## src/rtl/vfd_scan_capture_pkg.sv

```systemverilog
// rtl/vfd_scan_capture_pkg.sv - shared definitions for the VFD scan capture block
//
// Purpose:
//   Board defaults for the Scramble cabinet, the uCOM-43 output-port bit maps
//   that feed the grid/segment lines, the frame length derived from the
//   system clock, and the per-grid commit action type.
//   The package has no ports.

package vfd_scan_capture_pkg;

    // Scramble board display geometry.
    localparam int SCRAMBLE_GRIDS = 10;
    localparam int SCRAMBLE_SEGS  = 16;

    // One accumulation frame is one 60 Hz video frame of system clock.
    localparam int          SYS_CLK_HZ          = 12_000_000;
    localparam int          FRAME_RATE_HZ       = 60;
    localparam logic [19:0] SCRAMBLE_FRAME_CLKS = 20'(SYS_CLK_HZ / FRAME_RATE_HZ);

    // Empty frames a grid survives before it blanks.
    localparam int SCRAMBLE_DECAY = 3;

    // Decay counters hold 0..15.
    localparam int DCNT_W = 4;

    // The uCOM-43 output ports that drive the VFD, each 4 bits wide.
    typedef enum logic [2:0] {
        PORT_C = 3'd0,
        PORT_D = 3'd1,
        PORT_E = 3'd2,
        PORT_F = 3'd3,
        PORT_G = 3'd4,
        PORT_H = 3'd5,
        PORT_I = 3'd6
    } ucom_port_e;

    // A single wire on the CPU side: which port and which bit of it.
    typedef struct packed {
        ucom_port_e port;
        logic [1:0] bit_idx;
    } port_bit_t;

    // On the Scramble board the grids occupy C0..E1 and the segments follow
    // on E2..I1, packed contiguously from port C bit 0 upwards.
    localparam int SCRAMBLE_SEG_BASE = SCRAMBLE_GRIDS;

    function automatic port_bit_t flat_to_port_bit(input int flat);
        port_bit_t pb;
        pb.port    = ucom_port_e'(3'(flat / 4));
        pb.bit_idx = 2'(flat % 4);
        return pb;
    endfunction

    // Source wire of grid strobe g.
    function automatic port_bit_t grid_src(input int g);
        return flat_to_port_bit(g);
    endfunction

    // Source wire of segment line s.
    function automatic port_bit_t seg_src(input int s);
        return flat_to_port_bit(SCRAMBLE_SEG_BASE + s);
    endfunction

    // What a grid cell does to its display entry on a commit cycle.
    typedef enum logic [1:0] {
        CELL_LOAD  = 2'd0,  // frame had activity: show it, rearm decay
        CELL_HOLD  = 2'd1,  // empty frame inside the decay window: keep image
        CELL_BLANK = 2'd2   // decay exhausted: clear the grid
    } cell_action_e;

endpackage

```

## src/rtl/vfd_grid_cell.sv

```systemverilog
// rtl/vfd_grid_cell.sv - per-grid segment accumulator, display entry and decay
//
// Purpose:
//   Holds one grid's accumulation register, committed display value and
//   decay counter. Segments are OR-ed in while the grid is strobed; on a
//   commit the accumulated image is published or, if the frame was empty,
//   the previous image is kept for DECAY frames before blanking.
//
// Ports:
//   clk     in  1     system clock
//   reset   in  1     synchronous, active-high reset
//   commit  in  1     frame commit cycle from the shared frame timer
//   sample  in  1     this grid is strobed and the CPU sample qualifier is high
//   seg     in  SEGS  segment lines
//   disp    out SEGS  committed segments for this grid

module vfd_grid_cell
    import vfd_scan_capture_pkg::*;
#(
    parameter int SEGS  = SCRAMBLE_SEGS,
    parameter int DECAY = SCRAMBLE_DECAY
) (
    input  logic            clk,
    input  logic            reset,
    input  logic            commit,
    input  logic            sample,
    input  logic [SEGS-1:0] seg,
    output logic [SEGS-1:0] disp
);

    logic [SEGS-1:0]   acc;
    logic [DCNT_W-1:0] dcnt;
    cell_action_e      action;

    // The decision only matters on commit cycles but is cheap to keep live.
    always_comb begin
        action = CELL_BLANK;
        if (acc != '0) begin
            action = CELL_LOAD;
        end else if (dcnt != '0) begin
            action = CELL_HOLD;
        end
    end

    always_ff @(posedge clk) begin
        if (reset) begin
            acc  <= '0;
            disp <= '0;
            dcnt <= '0;
        end else if (commit) begin
            // The commit publishes the old frame; a sample landing on this
            // same cycle seeds the next frame instead of being merged.
            acc <= sample ? seg : '0;
            unique case (action)
                CELL_LOAD: begin
                    disp <= acc;
                    dcnt <= DCNT_W'(DECAY);
                end
                CELL_HOLD: begin
                    dcnt <= dcnt - 1'b1;
                end
                default: begin
                    disp <= '0;
                end
            endcase
        end else if (sample) begin
            acc <= acc | seg;
        end
    end

endmodule

```

## src/rtl/vfd_scan_capture.sv

```systemverilog
// rtl/vfd_scan_capture.sv - turns multiplexed VFD drive into a stable per-grid frame
//
// Purpose:
//   Samples the uCOM-43 grid strobes and segment lines, OR-accumulates the
//   segments per grid over a fixed frame window, commits each frame into a
//   persistent display buffer and serves it to the renderer through a
//   registered read port.
//
// Ports:
//   clk         in  1      system clock
//   reset       in  1      synchronous, active-high reset
//   ce          in  1      sample qualifier (CPU clock enable)
//   grid        in  GRIDS  active-high grid strobes, several may be active
//   seg         in  SEGS   active-high segment lines
//   rd_addr     in  4      grid index to read
//   rd_data     out SEGS   committed segments of grid rd_addr, 1-cycle latency
//   frame_done  out 1      one-cycle pulse on the cycle after each commit
//   frame_cnt   out 8      committed-frame counter, wraps 255 -> 0

module vfd_scan_capture
    import vfd_scan_capture_pkg::*;
#(
    parameter int          GRIDS      = SCRAMBLE_GRIDS,
    parameter int          SEGS       = SCRAMBLE_SEGS,
    parameter logic [19:0] FRAME_CLKS = SCRAMBLE_FRAME_CLKS,
    parameter int          DECAY      = SCRAMBLE_DECAY
) (
    input  logic             clk,
    input  logic             reset,
    input  logic             ce,
    input  logic [GRIDS-1:0] grid,
    input  logic [SEGS-1:0]  seg,
    input  logic [3:0]       rd_addr,
    output logic [SEGS-1:0]  rd_data,
    output logic             frame_done,
    output logic [7:0]       frame_cnt
);

    localparam int TW = $clog2(FRAME_CLKS);
    localparam logic [TW-1:0] TIMER_LAST = TW'(FRAME_CLKS - 20'd1);

    logic [TW-1:0] timer;
    logic          commit;

    // The timer free-runs on clk so frame length is fixed in wall time
    // regardless of how often the CPU is enabled.
    assign commit = (timer == TIMER_LAST);

    always_ff @(posedge clk) begin
        if (reset) begin
            timer <= '0;
        end else if (commit) begin
            timer <= '0;
        end else begin
            timer <= timer + 1'b1;
        end
    end

    always_ff @(posedge clk) begin
        if (reset) begin
            frame_done <= 1'b0;
            frame_cnt  <= 8'd0;
        end else begin
            frame_done <= commit;
            if (commit) begin
                frame_cnt <= frame_cnt + 8'd1;
            end
        end
    end

    // The display view is padded to the full 4-bit address space so that
    // addresses past the last grid read back as blank.
    logic [SEGS-1:0] disp_pad [16];

    for (genvar g = 0; g < 16; g++) begin : g_grid
        if (g < GRIDS) begin : g_cell
            vfd_grid_cell #(
                .SEGS  (SEGS),
                .DECAY (DECAY)
            ) u_cell (
                .clk    (clk),
                .reset  (reset),
                .commit (commit),
                .sample (ce & grid[g]),
                .seg    (seg),
                .disp   (disp_pad[g])
            );
        end else begin : g_blank
            assign disp_pad[g] = '0;
        end
    end

    // Reading the pre-commit buffer means a read on the commit cycle sees
    // the old frame and the following cycle sees the new one.
    always_ff @(posedge clk) begin
        if (reset) begin
            rd_data <= '0;
        end else begin
            rd_data <= disp_pad[rd_addr];
        end
    end

endmodule

```

## config.mk

```make
export PLATFORM = sky130hd
export DESIGN_NAME = vfd_scan_capture
export DESIGN_NICKNAME = d
export VERILOG_FILES = /design/src/rtl/vfd_scan_capture_pkg.sv /design/src/rtl/vfd_grid_cell.sv /design/src/rtl/vfd_scan_capture.sv
export SDC_FILE = /design/constraint.sdc
export NUM_CORES = 1
export LEC_CHECK = 0
export ABC_AREA = 1
export BUFFER_PORTS_ARGS = -buffer_cell sky130_fd_sc_hd__clkbuf_2
export CAP_MARGIN = 30
export CELL_PAD_IN_SITES_DETAIL_PLACEMENT = 0
export CELL_PAD_IN_SITES_GLOBAL_PLACEMENT = 2
export CORE_AREA = 2 2 218 220
export CTS_BUF_LIST = sky130_fd_sc_hd__clkbuf_8 sky130_fd_sc_hd__clkbuf_16
export CTS_CLUSTER_SIZE = 20
export DETAILED_ROUTE_END_ITERATION = 7
export DIE_AREA = 0 0 220 222
export GPL_TIMING_DRIVEN = 0
export PLACE_DENSITY = 0.83
export SYNTH_ARGS = -nofsm -noshare
export SYNTH_HDL_FRONTEND = slang
export SYNTH_SLANG_ARGS = --single-unit
```

## constraint.sdc

```tcl
create_clock -name clk -period 2.5 [get_ports clk]
set_clock_uncertainty 0.2 [all_clocks]
set_input_delay 0.375 -clock clk [delete_from_list [all_inputs] [get_ports clk]]
set_output_delay 0.375 -clock clk [all_outputs]
set_load 0.03 [all_outputs]
```

[After elaboration in Yosys (flattened, before gate mapping)]
Index checks and enable logic that the tools add are counted.
Operators by class
  $add $sub $neg: 12
  order comparisons: 1
  eq/ne operators: 11
  muxes and demuxes: 73
  bitwise logic cells: 31
  reductions and logical operators: 71
Operators by type and width (count)
  16-bit two-way mux: 32
  16-bit case mux with 2 select lines: 10
  16-bit bitwise OR: 10
  16-bit nonzero test: 10
  4-bit case mux with 2 select lines: 10
  16-bit binary-select mux with 4-bit select: 1
  2-bit two-way mux: 20
  2-bit AND reduction: 20
  2-bit nonzero test: 20
  4-bit nonzero test: 10
  4-bit by 1-bit subtractor with 4-bit output, second input constant: 10
  2-bit by 1-bit == test with 1-bit output, second input constant: 10
  2-bit logical NOT: 10
  18-bit by 1-bit adder with 18-bit output, second input constant: 1
  18-bit == test, second input constant: 1
  1-bit bitwise AND: 10
  1-bit NOT: 10
  8-bit by 1-bit adder with 8-bit output, second input constant: 1
  5-bit greater-or-equal comparator, second input constant: 1
  4-bit NOT with 5-bit output: 1
  2-bit OR reduction: 1
Storage, ports and cells
  register bits: 403
  input bits: 33
  output and inout bits: 25
  logic and storage cells: 233

[Logic depth before layout (Yosys ltp)]
  word-level depth: 6
  mapped depth: 11
  depth with buffers taken out: 9

[By module]
A second synthesis with hierarchy kept.
Second synthesis, totals
  cell total of the unflattened synthesis: 2651
  area, all modules: 19002.0 um^2
By module, submodules not included
  vfd_grid_cell: instances 10, cells each 193, area an instance 1526.5 um^2, sequential area each 720.7 um^2
  vfd_scan_capture: instances 1, cells each 721, area an instance 3737.3 um^2, sequential area each 860.8 um^2

[Worst setup path after synthesis]
Ideal clock, no wire load.
  path kind: register to register
  start: register timer[0]
  end: register g_grid[3].g_cell.u_cell.disp[15]
  setup time: 143 ps
  arrival time: 1471 ps
  required time: 2157 ps
  setup slack: 685 ps
  stages on the path, launching flop included: 11
  buffers on the path: 2
  period minus slack after synthesis: 1815 ps
  cell sequence: dfxtp_1 > ha_1 > nand2_1 > nor2_4 > nand2_2 > nor2_4 > buf_4 > nand2_1 > buf_2 > nand2_1 > a21oi_2
On the way
  word-level cells in the longest chain between the ends: 2
RTL lines
  start: declaration: line vfd_scan_capture.sv:42  | logic [TW-1:0] timer;
  start signal: assignment: line vfd_scan_capture.sv:55  | timer <= timer + 1'b1;
  18-bit == test: line vfd_scan_capture.sv:47  | assign commit = (timer == TIMER_LAST);
  2-bit AND reduction (no line)
  end signal: assignment: line vfd_grid_cell.sv:48  | disp <= '0;
  end signal: assignment: line vfd_grid_cell.sv:56  | disp <= acc;
  end signal: assignment: line vfd_grid_cell.sv:63  | disp <= '0;
  end: declaration: line vfd_grid_cell.sv:28  | output logic [SEGS-1:0] disp
No other way between the ends.
A chain may end at the register's enable or synchronous reset.

[Final worst setup path]
  start: register g_grid[5].g_cell.u_cell.acc[4]
  end: register g_grid[5].g_cell.u_cell.disp[9]
On the way
  word-level cells in the longest chain between the ends: 5
  elaborated cells on any way between the ends: 7
  classes of those cells: eq/ne (1); mux (2); bitwise (1); reduce/logical (3)
RTL lines
  start: declaration: line vfd_grid_cell.sv:31  | logic [SEGS-1:0] acc;
  start signal: assignment: line vfd_grid_cell.sv:53  | acc <= sample ? seg : '0;
  start signal: assignment: line vfd_grid_cell.sv:67  | acc <= acc | seg;
  16-bit nonzero test *: line vfd_grid_cell.sv:38  | if (acc != '0) begin
  2-bit two-way mux *: line vfd_grid_cell.sv:38
  2-bit by 1-bit == test with 1-bit output: line vfd_grid_cell.sv:54  | unique case (action)
  1-bit NOT (no line)
  2-bit AND reduction (no line)
  end signal: assignment: line vfd_grid_cell.sv:48
  end signal: assignment: line vfd_grid_cell.sv:56
  end signal: assignment: line vfd_grid_cell.sv:63
  end: declaration: line vfd_grid_cell.sv:28
Every way passes the cells marked *; elsewhere a longest branch is shown, timed or not.

==> flow_results.xml <==
<?xml version="1.0" encoding="UTF-8"?>
<metrics>
  <group name="synthesis">
    <metric name="ys_dominant_reg_cell" unit="">sky130_fd_sc_hd__dfxtp_1</metric>
    <metric name="post_synth_inst_count" unit="">2251</metric>
    <metric name="synth_area_per_cell" unit="µm²">7.53</metric>
    <metric name="synth_top_area_share" unit="%">47.6</metric>
    <metric name="synth_edf_count" unit="">0</metric>
    <metric name="synthesized_flop_and_latch_total" unit="">403</metric>
    <metric name="asyncSetResetFlopFracSynth" unit="%">0</metric>
    <metric name="post_synth_main_area_contributors" unit="">sky130_fd_sc_hd__dfxtp_1, sky130_fd_sc_hd__nand2_1, sky130_fd_sc_hd__nor2_1</metric>
    <metric name="yosysSeqAreaShare" unit="%">47.6</metric>
    <metric name="yosysWarningCount" unit="">0</metric>
    <metric name="synth_largest_area_cell" unit="">sky130_fd_sc_hd__dfxtp_1</metric>
    <metric name="syn-num-nets" unit="">2296</metric>
    <metric name="synth.cell_area" unit="µm²">17000</metric>
    <metric name="synth.distinct_cells" unit="">34</metric>
  </group>
  <group name="clock_network">
    <metric name="cts_root_buf" unit="">sky130_fd_sc_hd__clkbuf_16</metric>
    <metric name="clkLatencyLatePin" unit="ns">0.59</metric>
    <metric name="worst_path_clk_slew" unit="ns">0.06</metric>
    <metric name="cts_tree" unit="">yes</metric>
    <metric name="cts_max_level" unit="">2</metric>
    <metric name="numClockSinks" unit="">403</metric>
    <metric name="cts-buffers-inserted" unit="">46</metric>
    <metric name="cts.path.max_buffers" unit="">3</metric>
  </group>
  <group name="sta">
    <metric name="timing.final.crit_period" unit="ns">2.36</metric>
    <metric name="slew_viol_final" unit="">0</metric>
    <metric name="grt_setup_unrepaired" unit="">no</metric>
    <metric name="clock.fmax" unit="GHz">0.424</metric>
    <metric name="max_slew.worst_pin.slew" unit="ns">1.06</metric>
    <metric name="final-setup-viol-count" unit="">0</metric>
    <metric name="max-slew-margin-rel" unit="%">29.3</metric>
    <metric name="hold-worst-slack" unit="ns">0.0289</metric>
    <metric name="period_share" unit="%">94.4</metric>
    <metric name="setup_slack" unit="ns">0.139</metric>
    <metric name="finalHoldViolations" unit="">0</metric>
  </group>
  <group name="min_path">
    <metric name="worstHoldPathCells" unit="">3</metric>
    <metric name="hold_path.class" unit="">input port to flop</metric>
    <metric name="timing.hold.worst.start" unit="">grid[7]</metric>
    <metric name="timing.hold.worst_endpoint" unit="">g_grid[7].g_cell.u_cell.acc[1]$_SDFFE_PP0P_</metric>
  </group>
  <group name="worst_setup_path">
    <metric name="slowest_stage" unit="">sky130_fd_sc_hd__nor2_2</metric>
    <metric name="cp_data_arrival_time" unit="ns">2.67</metric>
    <metric name="max_stage_delay" unit="ns">0.39</metric>
    <metric name="critical_path_depth" unit="">8</metric>
    <metric name="worst_setup_path_start_kind" unit="">flop</metric>
    <metric name="critical_path.top_delay_family" unit="">simple AND/OR/NAND/NOR gates</metric>
    <metric name="r2r_slack" unit="ns">0.14</metric>
    <metric name="crit_chain" unit="">nor2_1 &gt; nand3_1 &gt; nor2_2 &gt; nand3_1 &gt; nand2_1 &gt; buf_2 &gt; nand2_1 &gt; a21oi_2</metric>
    <metric name="crit_required" unit="ns">2.81</metric>
    <metric name="timing_worst_setup_path_type" unit="">flop to flop</metric>
    <metric name="critical_path.reg2reg.endpoint" unit="">g_grid[5].g_cell.u_cell.disp[9]$_SDFFE_PP0P_</metric>
    <metric name="worstRegToRegCells" unit="">8</metric>
    <metric name="crit_fanout" unit="">10</metric>
    <metric name="endpoint_kind" unit="">flop</metric>
    <metric name="timing.rr.start" unit="">g_grid[5].g_cell.u_cell.acc[4]$_SDFFE_PP0P_</metric>
    <metric name="cp.buffers_inverters" unit="">1</metric>
  </group>
  <group name="placement">
    <metric name="globalplace.congestion" unit="">1.02</metric>
    <metric name="placement.io_buffers" unit="">54</metric>
    <metric name="hpwl_after_dpl" unit="µm">44200</metric>
    <metric name="dpl_worst_slack" unit="ns">-0.189</metric>
  </group>
  <group name="routing">
    <metric name="router_iterations_before_antenna_repair" unit="">7</metric>
    <metric name="routedWlPerCell" unit="µm">20.1</metric>
    <metric name="first_iter_violations" unit="">1342</metric>
    <metric name="post_route_drc" unit="">0</metric>
    <metric name="via_per_inst" unit="">5.05</metric>
    <metric name="num_vias" unit="">15200</metric>
    <metric name="antenna_left" unit="">0</metric>
    <metric name="wirelength" unit="µm">60500</metric>
  </group>
  <group name="floorplanning">
    <metric name="row_count" unit="">79</metric>
    <metric name="die-area" unit="µm²">48800</metric>
    <metric name="top_level_pins" unit="">58</metric>
    <metric name="floorplan.initialDensity" unit="%">36.7</metric>
    <metric name="die_width" unit="µm">220</metric>
    <metric name="die_height" unit="µm">222</metric>
    <metric name="core_region_area" unit="µm²">46300</metric>
  </group>
  <group name="global_route">
    <metric name="grt_first_pass_wirelength" unit="µm">89700</metric>
    <metric name="vias_in_the_first_global_route" unit="">14400</metric>
    <metric name="grt_overflow_total" unit="">0</metric>
    <metric name="globalRouteTotalUtil" unit="%">24.8</metric>
    <metric name="grt_start_max_net_pins" unit="">13</metric>
    <metric name="initial_antenna_violation_count" unit="">5</metric>
  </group>
  <group name="flow_run">
    <metric name="max_cap_viol_count" unit="">0</metric>
  </group>
  <group name="final_layout">
    <metric name="n_fill_cell" unit="">4762</metric>
    <metric name="layout_common_cells" unit="">sky130_fd_sc_hd__nand2_1, sky130_fd_sc_hd__dfxtp_1, sky130_fd_sc_hd__nor2_1</metric>
    <metric name="synthToLayoutAreaGrowth" unit="%">15.9</metric>
    <metric name="layout_commonest_cell" unit="">sky130_fd_sc_hd__nand2_1</metric>
    <metric name="finish.utilization" unit="%">42.5</metric>
    <metric name="finalNetCount" unit="">2410</metric>
    <metric name="final_layout_size_suffix_gt1_share" unit="%">16.0</metric>
  </group>
  <group name="pwr">
    <metric name="vdd_drop_max" unit="V">0.000411</metric>
    <metric name="power-per-cell-area" unit="nW/µm²">729</metric>
    <metric name="p_leak" unit="nW">7.33</metric>
  </group>
  <group name="outcome">
    <metric name="run_status" unit="">completed</metric>
  </group>
</metrics>
report_power, final:
group | internal [mW] | total, mW | switching (mW) | leakage, nW
registers | 6.59 | 6.72 | 0.131 | 3.27
clock network | 3.76 | 6.52 | 2.76 | 0.753
logic | 0.280 | 1.10 | 0.817 | 3.30
synth_stat cells, types with 3 or more instances:
master,n
sky130_fd_sc_hd__inv_1,144
sky130_fd_sc_hd__xor2_1,17
sky130_fd_sc_hd__nor2_2,4
sky130_fd_sc_hd__buf_4,3
sky130_fd_sc_hd__nand2_1,587
sky130_fd_sc_hd__clkbuf_1,61
sky130_fd_sc_hd__nand2_2,92
sky130_fd_sc_hd__nand3_1,127
sky130_fd_sc_hd__xnor2_1,3
sky130_fd_sc_hd__inv_2,4
sky130_fd_sc_hd__dfxtp_1,403
sky130_fd_sc_hd__o22ai_1,62
sky130_fd_sc_hd__o211ai_1,16
sky130_fd_sc_hd__nor3_1,13
sky130_fd_sc_hd__o21ai_0,178
sky130_fd_sc_hd__nor2_1,255
sky130_fd_sc_hd__a21oi_1,100
sky130_fd_sc_hd__ha_1,12
sky130_fd_sc_hd__buf_12,10
sky130_fd_sc_hd__nand4_1,9
sky130_fd_sc_hd__buf_2,41
sky130_fd_sc_hd__a21oi_2,90
sky130_fd_sc_hd__o31ai_1,5
flip-flops by register name, summed over array words and instances (netlist names):
register,cells
frame_cnt,8
g_grid.g_cell.u_cell.dcnt,40
rd_data,16
timer,18
frame_done,1
g_grid.g_cell.u_cell.disp,160
g_grid.g_cell.u_cell.acc,160
kinds of logic after synthesis:
kind of cell / share of synthesized area (%)
and+or+nand+nor: 27.0
AOI/OAI and AO/OA: 16.1
DFF: 47.6
buffers and inverters: 7.30
xor gates and xnor gates: 1.03
adders and majority gates: 0.885
muxes: 0.0590
routing by layer:
metal / track usage (%) / vias up / share of wire (%) / wire [µm]
met5: 0 / - / 0 / 0
met4: 8.98 / 0 / 3.0 / 1790
met3: 2.76 / 84 / 5.2 / 3160
met2: 37.9 / 424 / 44 / 26400
met1: 35.8 / 7136 / 48 / 29100
li1: - / 7520 / - / -
area by class of cell:
| class | instances | area (µm²) | share of cell area [%] |
|---|---|---|---|
| inverter | 150 | 563 | 2.86 |
| tap | 607 | 759 | 3.86 |
| multi-input combinational | 1580 | 7670 | 39.0 |
| buffer | 118 | 679 | 3.46 |
| antenna | 2 | 5.00 | 0.0255 |
| clock inverter | 25 | 143 | 0.726 |
| sequential | 403 | 8070 | 41.0 |
| timing repair buffer | 66 | 475 | 2.42 |
| clock buffer | 54 | 1290 | 6.59 |
per-stage QoR:
stage	power, mW	TNS, ns	instance area (µm²)	cells
final	14.3	0	19700	3005
after global routing	14.8	0	19700	3003
after CTS	14.5	0	19600	3003
after detailed placement	7.93	-0.646	18100	2919
after global placement	7.89	-31.29	18000	2912
after floorplan	7.42	0	17000	2251
how the worst max path moves through the flow:
stage                                                      start                                       endpoint  slack (ns)
CTS                 g_grid[9].g_cell.u_cell.acc[12]$_SDFFE_PP0P_  g_grid[9].g_cell.u_cell.disp[12]$_SDFFE_PP0P_        0.02
global route         g_grid[5].g_cell.u_cell.acc[4]$_SDFFE_PP0P_   g_grid[5].g_cell.u_cell.disp[9]$_SDFFE_PP0P_        0.05
detailed placement                                         reset                         rd_data[15]$_SDFF_PP0_       -0.19
global placement                                              ce    g_grid[4].g_cell.u_cell.acc[7]$_SDFFE_PP0P_       -0.39
finish               g_grid[5].g_cell.u_cell.acc[4]$_SDFFE_PP0P_   g_grid[5].g_cell.u_cell.disp[9]$_SDFFE_PP0P_        0.14
floorplan                                    timer[0]$_SDFF_PP0_  g_grid[3].g_cell.u_cell.disp[15]$_SDFFE_PP0P_        0.69
worst min-delay path: cells and delay by family:
kind / cells / cell delay [ns]
buf+inv: 1 / 0.08
simple gates: 1 / 0.18
compound gates: 1 / 0.11
repair_timing:
action | in CTS | in global routing
pin swaps | 0 | 0
hold endpoints to repair | 21 | 0
buffers inserted | 0 | 0
endpoints found under the setup margin | 6 | 41
resized for setup | 2 | 6
hold buffers | 5 | 0
(Power assumes the default switching activity.)
